`config.mk`:
```
export PLATFORM = sky130hd
export DESIGN_NAME = jt12_i2s_tx
export DESIGN_NICKNAME = d
export VERILOG_FILES = /design/src/rtl/jt12_i2s_tx.sv
export SDC_FILE = /design/constraint.sdc
export NUM_CORES = 1
export LEC_CHECK = 0
export BUFFER_PORTS_ARGS = -buffer_cell sky130_fd_sc_hd__buf_2
export CORE_MARGIN = 2
export CORE_UTILIZATION = 30
export DETAILED_ROUTE_END_ITERATION = 6
export MAX_ROUTING_LAYER = met4
export SLEW_MARGIN = 20
export SYNTH_ARGS = -nofsm -noshare
export SYNTH_HDL_FRONTEND = slang
export SYNTH_SLANG_ARGS = --single-unit
```
`constraint.sdc`:
```
create_clock -name clk -period 2.7 [get_ports clk]
set_input_delay 0.54 -clock clk [delete_from_list [all_inputs] [get_ports clk]]
set_output_delay 0.54 -clock clk [all_outputs]
set_load 0.03 [all_outputs]
```
`src/rtl/jt12_i2s_tx.sv`:
```
// Stereo I2S transmitter: one-entry sample buffer, self-generated BCLK/LRCK, 16-bit slots.
// Define JT12_I2S_LJ_EN for left-justified framing (LRCK high = left, aligned with the MSB).
module jt12_i2s_tx #(
    parameter int DIV = 4
) (
    input  logic        clk,
    input  logic        rst,
    input  logic        sample,
    input  logic [13:0] left,
    input  logic [13:0] right,
    output logic        bclk,
    output logic        lrck,
    output logic        sdata,
    output logic        overrun,
    output logic        underrun
);
    localparam int DW = (DIV > 2) ? $clog2(DIV) : 1;
    localparam logic [DW-1:0] DIV_MAX = DW'(DIV - 1);

    logic [DW-1:0] r_div;
    logic          r_bclk;
    logic          r_lrck;
    logic          r_sdata;
    logic          r_overrun;
    logic          r_underrun;
    logic [4:0]    r_f;
    logic [13:0]   r_hold_l;
    logic [13:0]   r_hold_r;
    logic          r_hold_valid;
    logic [31:0]   r_shift;

    logic          w_wrap;
    logic          w_fall;
    logic [4:0]    w_f_new;
    logic          w_load;
    logic          w_lrck_next;
    logic [31:0]   w_frame;

    assign w_wrap  = (r_div == DIV_MAX);
    assign w_fall  = w_wrap & r_bclk;
    assign w_f_new = r_f + 5'd1;
    assign w_load  = w_fall & (w_f_new == 5'd0);
    assign w_frame = {r_hold_l, 2'b00, r_hold_r, 2'b00};

`ifdef JT12_I2S_LJ_EN
    assign w_lrck_next = (w_f_new <= 5'd15);
`else
    // Standard I2S: word select changes one bit clock ahead of the MSB.
    assign w_lrck_next = (w_f_new >= 5'd15) && (w_f_new <= 5'd30);
`endif

    always_ff @(posedge clk or posedge rst) begin
        if (rst) begin
            r_div        <= '0;
            r_bclk       <= 1'b0;
            r_lrck       <= 1'b0;
            r_sdata      <= 1'b0;
            r_overrun    <= 1'b0;
            r_underrun   <= 1'b0;
            r_f          <= 5'd31;
            r_hold_l     <= '0;
            r_hold_r     <= '0;
            r_hold_valid <= 1'b0;
            r_shift      <= '0;
        end else begin
            r_overrun  <= 1'b0;
            r_underrun <= 1'b0;
            r_div      <= w_wrap ? '0 : r_div + 1'b1;
            if (w_wrap) begin
                r_bclk <= ~r_bclk;
            end

            if (w_fall) begin
                r_f    <= w_f_new;
                r_lrck <= w_lrck_next;
                if (w_load) begin
                    // Hold regs are never cleared, so an empty buffer replays the last pair.
                    r_shift    <= w_frame;
                    r_sdata    <= w_frame[31];
                    r_underrun <= ~r_hold_valid & ~sample;
                end else begin
                    r_sdata <= r_shift[~w_f_new];
                end
            end

            // A coincident strobe lands in hold after the load consumed the old pair.
            if (sample) begin
                r_hold_l     <= left;
                r_hold_r     <= right;
                r_hold_valid <= 1'b1;
                r_overrun    <= r_hold_valid & ~w_load;
            end else if (w_load) begin
                r_hold_valid <= 1'b0;
            end
        end
    end

    assign bclk     = r_bclk;
    assign lrck     = r_lrck;
    assign sdata    = r_sdata;
    assign overrun  = r_overrun;
    assign underrun = r_underrun;
endmodule

```
### Yosys cells after proc, flatten, opt, wreduce, memory -nomap -nowiden

Cells that the tools add are included.

* register bits after elaboration: 69
* output and inout port bits: 5
* word-level logic and storage cells: 39

* add/sub/neg operators: 2
* magnitude comparators: 3
* equality and inequality tests: 1
* multiplexer cells: 9
* bitwise logic cells: 9
* reductions and logical operators: 4

Operator list (number)
* 2-to-1 mux 1 bit: 7
* less-than comparator 5 x 6 -> 1 bit (second input constant): 1
* adder 5 x 1 -> 5 bit (second input constant): 1
* binary-select mux 1 bit (select 5 bit): 1
* >= comparator 5 x 4 -> 1 bit (second input constant): 1
* <= comparator 5 bit (second input constant): 1
* zero test 5 bit: 1
* inverter 5 bit: 1
* AND 1 bit: 4
* inverter 1 bit: 4
* adder 2 x 1 -> 2 bit (second input constant): 1
* equality test 2 bit (second input constant): 1
* 2-to-1 mux 2 bit: 1
* AND reduction 2 bit: 1
* nonzero test 2 bit: 1
* logical AND 1 bit: 1

### Depth between registers and ports, before layout

* depth after elaboration: 6
* gate-level depth with buffers: 9
* mapped depth without buffers: 7

### Worst setup path after synthesis

Ideal clock, no wire load.

* path kind: reg2reg
* from: register r_f[0]
* to: register r_sdata (netlist: sdata)
* setup time: 130 ps
* data arrival time: 2061 ps
* path slack: 509 ps
* cell stages (with the launch flop): 10
* buffers on the path: 2
* path through: dfstp_2 > buf_6 > inv_1 > ha_1 > clkbuf_1 > mux4_1 > nand2_1 > nand3_1 > a32oi_1 > a31oi_1

* longest elaborated chain between the ends: 5
* elaborated cells between the ends (all ways): 7
* classes of those cells: add/sub: 1; mux: 3; bitwise: 2; reduce/logical: 1

Ends and longest elaborated chain
* from (decl): line 26 `logic [4:0] r_f;`
* from (signal assigned): line 74 `r_f <= w_f_new;`
* adder 5 x 1 -> 5 bit (*): line 41 `assign w_f_new = r_f + 5'd1;`
* via w_f_new[0]: line 34 `logic [4:0] w_f_new;`
* inverter 5 bit: line 82 `r_sdata <= r_shift[~w_f_new];`
* binary-select mux 1 bit (select 5 bit): line 82
* 2-to-1 mux 1 bit (implied by the code): line 82
* 2-to-1 mux 1 bit (*): line 76 `if (w_load) begin`
* to (signal assigned): line 79 `r_sdata <= w_frame[31];`
* to (signal assigned): line 82
* to (decl): line 23 `logic r_sdata;`

The timed path passes the listed nets; every way through them passes the cells marked *. The select of a mux whose other input is x is not followed.
A chain may end at the register's enable or synchronous reset.

### Worst setup path in the final report

* from: register r_f[0]
* to: register r_shift[25]

* longest elaborated chain between the ends: 4

Ends and longest elaborated chain
* adder 5 x 1 -> 5 bit: line 41
* zero test 5 bit: line 42 `assign w_load = w_fall & (w_f_new == 5'd0);`
* AND 1 bit: line 42
* AND reduction 2 bit (no source line)
* to (signal assigned): line 78 `r_shift <= w_frame;`
* to (decl): line 30 `logic [31:0] r_shift;`

Every way passes these cells.

==> results.py <==
metrics = {
    "run_status": {
        "status": "finished, final reports clean",
    },
    "synth": {
        "seq_area_frac_synth_pct": 57.8,
        "synth_flop_cell": "dfrtp_1",
        "ys_ff_latch": 69,
        "synth_area_leaders": "dfrtp_1 (53%), mux2_2 (20%), dfstp_2 (4.4%)",
        "synth_warnings": 0,
        "syn_nets": 232,
        "synth_enable_flop_cells": 0,
        "synth_area_mm2": 0.00300,
        "yosys.area.top_type": "dfrtp_1",
        "synth.distinct_cells": 31,
        "syn_inst": 196,
        "avgSynthCellArea_um2": 15.3,
        "synth-async-reset-ratio_pct": 100,
        "synth_top_area_share_pct": 53.4,
    },
    "routing": {
        "wl_per_cell_um": 12.9,
        "via_count": 1650,
        "drt-initial-drc-count": 106,
        "drtAntennaViolNets": 0,
        "routed_wirelength_um": 4850,
        "viasPerCell": 4.40,
        "drtPass1Iterations": 3,
        "drc": 0,
    },
    "placement": {
        "hpwl_um": 3450,
        "port_buffers": 35,
        "dp.cells": 359,
        "gp_congestion": 0.776,
    },
    "final_layout": {
        "layout.nets": 273,
        "syn_to_final_growth_pct": 16.4,
        "instances_no_fill": 375,
        "drive_above_1_share_pct": 49.6,
        "diodes": 0,
    },
    "clock_network": {
        "cts_tree": "built",
        "clk_pin_slew_ns": 0.08,
        "cts_hold_buffers": 0,
        "htreeDepth": 3,
        "cts_inserted_buffers": 9,
        "cts.repair.resized": 0,
        "root_buffer": "clkbuf_8",
        "clockBufferDepth": 2,
        "clock-sinks": 69,
        "insertion_delay_ns": 0.34,
        "cts_setup_buffers": 0,
    },
    "power_and_ir_drop": {
        "p_switching_uw": 440,
        "power_leakage_nw": 1.67,
        "power_density_mw_per_mm2": 545,
        "power_frac_comb_pct": 5.3,
        "power.internal_mw": 1.46,
        "p_sw_share_pct": 23.1,
        "seqPwrFrac_pct": 57.7,
        "pwr-share-clk_pct": 37.0,
        "power.total_mw": 1.90,
        "vdd_drop_max_mv": 0.266,
    },
    "floorplanning": {
        "die_w_um": 104,
        "start_util_pct": 30.8,
        "io_pins": 36,
        "core_mm2": 0.00973,
        "rows": 36,
        "die-area_mm2": 0.0108,
        "fp.dieH_um": 104,
    },
    "timing": {
        "finalCriticalPeriod_ns": 2.41,
        "max_freq_ghz": 0.415,
        "hold_viol_final": 0,
        "drv_slew": 0,
        "fin_crit_sh_pct": 89.3,
        "finClkSkew_ns": 0.00972,
        "max_slew.worst_pin.slew_ns": 0.669,
        "setup_tns_ns": 0,
        "setup_viol": 0,
        "rsz0062_at_grt": "false",
        "slew_headroom_pct": 55.4,
        "hold_slack_ns": 0.281,
    },
    "grt": {
        "track_usage_pct": 10.6,
        "antenna_found_initial": 0,
        "grt_overflow_total": 0,
        "first_global_vias": 1741,
        "grt_max_degree": 41,
        "grt_pass1_wl_um": 8800,
    },
    "setup_path": {
        "critPathRequiredTime_ns": 2.92,
        "cp-start-kind": "register",
        "critPathCaptureType": "register",
        "cp_max_fo": 22,
        "critPathKind": "reg -> reg",
        "critPathArrivalTime_ns": 2.63,
    },
    "flow_run": {
        "cap_violations": 0,
    },
    "hold_path": {
        "hold_class": "in -> async",
    },
}
==> layout by cell type, fill, tap and decap left out, types with 2 or more instances in the layout <==
master / netlist / layout
clkinv_4: 0 / 2
nand2_1: 10 / 10
dfstp_2: 5 / 5
xor2_1: 5 / 5
ha_1: 5 / 5
buf_4: 0 / 2
nor2_1: 5 / 5
clkinv_2: 0 / 3
buf_2: 0 / 35
xnor2_1: 5 / 5
mux2_4: 4 / 4
a31oi_1: 3 / 3
nand3_1: 5 / 5
mux4_1: 5 / 5
mux2_2: 53 / 53
inv_1: 3 / 2
dfrtp_1: 64 / 64
clkbuf_8: 0 / 9
buf_12: 0 / 2
==> sequential cells by signal, indices dropped and copies added, names as in the netlist <==
signal,cells
bclk,1
lrck,1
overrun,1
r_div,2
r_f,5
r_hold_l,14
r_hold_r,14
r_hold_valid,1
r_shift,28
sdata,1
underrun,1
==> final timing paths <==
check                      cells after the start               start                  endpoint  slack, ns
hold reg to reg                                1  r_div[0]$_DFF_PP0_        r_div[0]$_DFF_PP0_       0.44
hold / removal                                 2                 rst        r_div[0]$_DFF_PP0_       0.28
max in group asynchronous                      3                 rst        r_f[0]$_DFFE_PP1P_       1.73
setup reg to reg                               6  r_f[0]$_DFFE_PP1P_   r_shift[25]$_DFFE_PP0P_       0.29
setup / recovery                               6  r_f[0]$_DFFE_PP1P_   r_shift[25]$_DFFE_PP0P_       0.29
min in group clk                               2            left[13]  r_hold_l[13]$_DFFE_PP0P_       0.42
==> cell usage after synthesis (3+ instances only) <==
cell	number
inv_1	3
nor2_1	5
buf_6	5
mux4_1	5
ha_1	5
xnor2_1	5
dfrtp_1	64
buf_1	3
dfstp_2	5
mux2_4	4
nand2_1	10
a31oi_1	3
mux2_2	53
nand3_1	5
xor2_1	5
==> stage by stage <==
step	setup slack (ns)	utilization (%)	instance area (um^2)
floorplan	0.428	-	3000
global placement	0.379	34.2	3330
detailed placement	0.313	34.2	3330
CTS	0.293	35.9	3490
global route	0.186	35.9	3490
finish	0.288	35.9	3490
==> routing by layer <==
layer  vias up  GRT usage (%)  part of all wire, %
met1       824           14.0                   49
met2        28           15.1                   46
met4         0           4.92                  1.9
met3        10           2.82                  2.9
li1        788              -                    -
met5         -              -                    0
==> power by group through the flow <==
stage                     registers, mW  logic [mW]  clock network [mW]
final                              1.10       0.101               0.705
after global routing               1.10       0.116               0.789
after CTS                          1.10       0.105               0.741
after detailed placement           1.12       0.105                   0
after global placement             1.12       0.102                   0
after floorplan                    1.11      0.0665                   0
==> worst max-delay path, stage by stage, from the launching register on <==
cell     delay [ns]
dfstp_2        0.64
ha_1           0.29
nand3_1        0.17
xor2_1         0.31
nand4_4        0.30
buf_12         0.26
mux2_4         0.31
==> logic make-up (layout without fill, tap and decap cells) <==
kind of cell,count (synthesis),count (layout),synth area share (%)
AO/OA/AOI/OAI,10,10,2.38
buffers and inverters,12,58,2.75
multiplexers,64,64,27.4
XOR/XNOR,11,11,3.46
adder cells (fa/ha/maj),5,5,2.09
flip-flops,69,69,57.8
AND/OR/NAND/NOR,25,25,4.21
==> final cells by class <==
type	count	area [um^2]
Multi-Input combinational cell	115	1180
Inverter	3	11.3
Sequential cell	69	1730
Tap cell	133	166
Timing Repair Buffer	39	230
Clock buffer	10	128
Fill cell	984	6240
Clock inverter	6	40.0
Power figures use the tool's default switching activity.
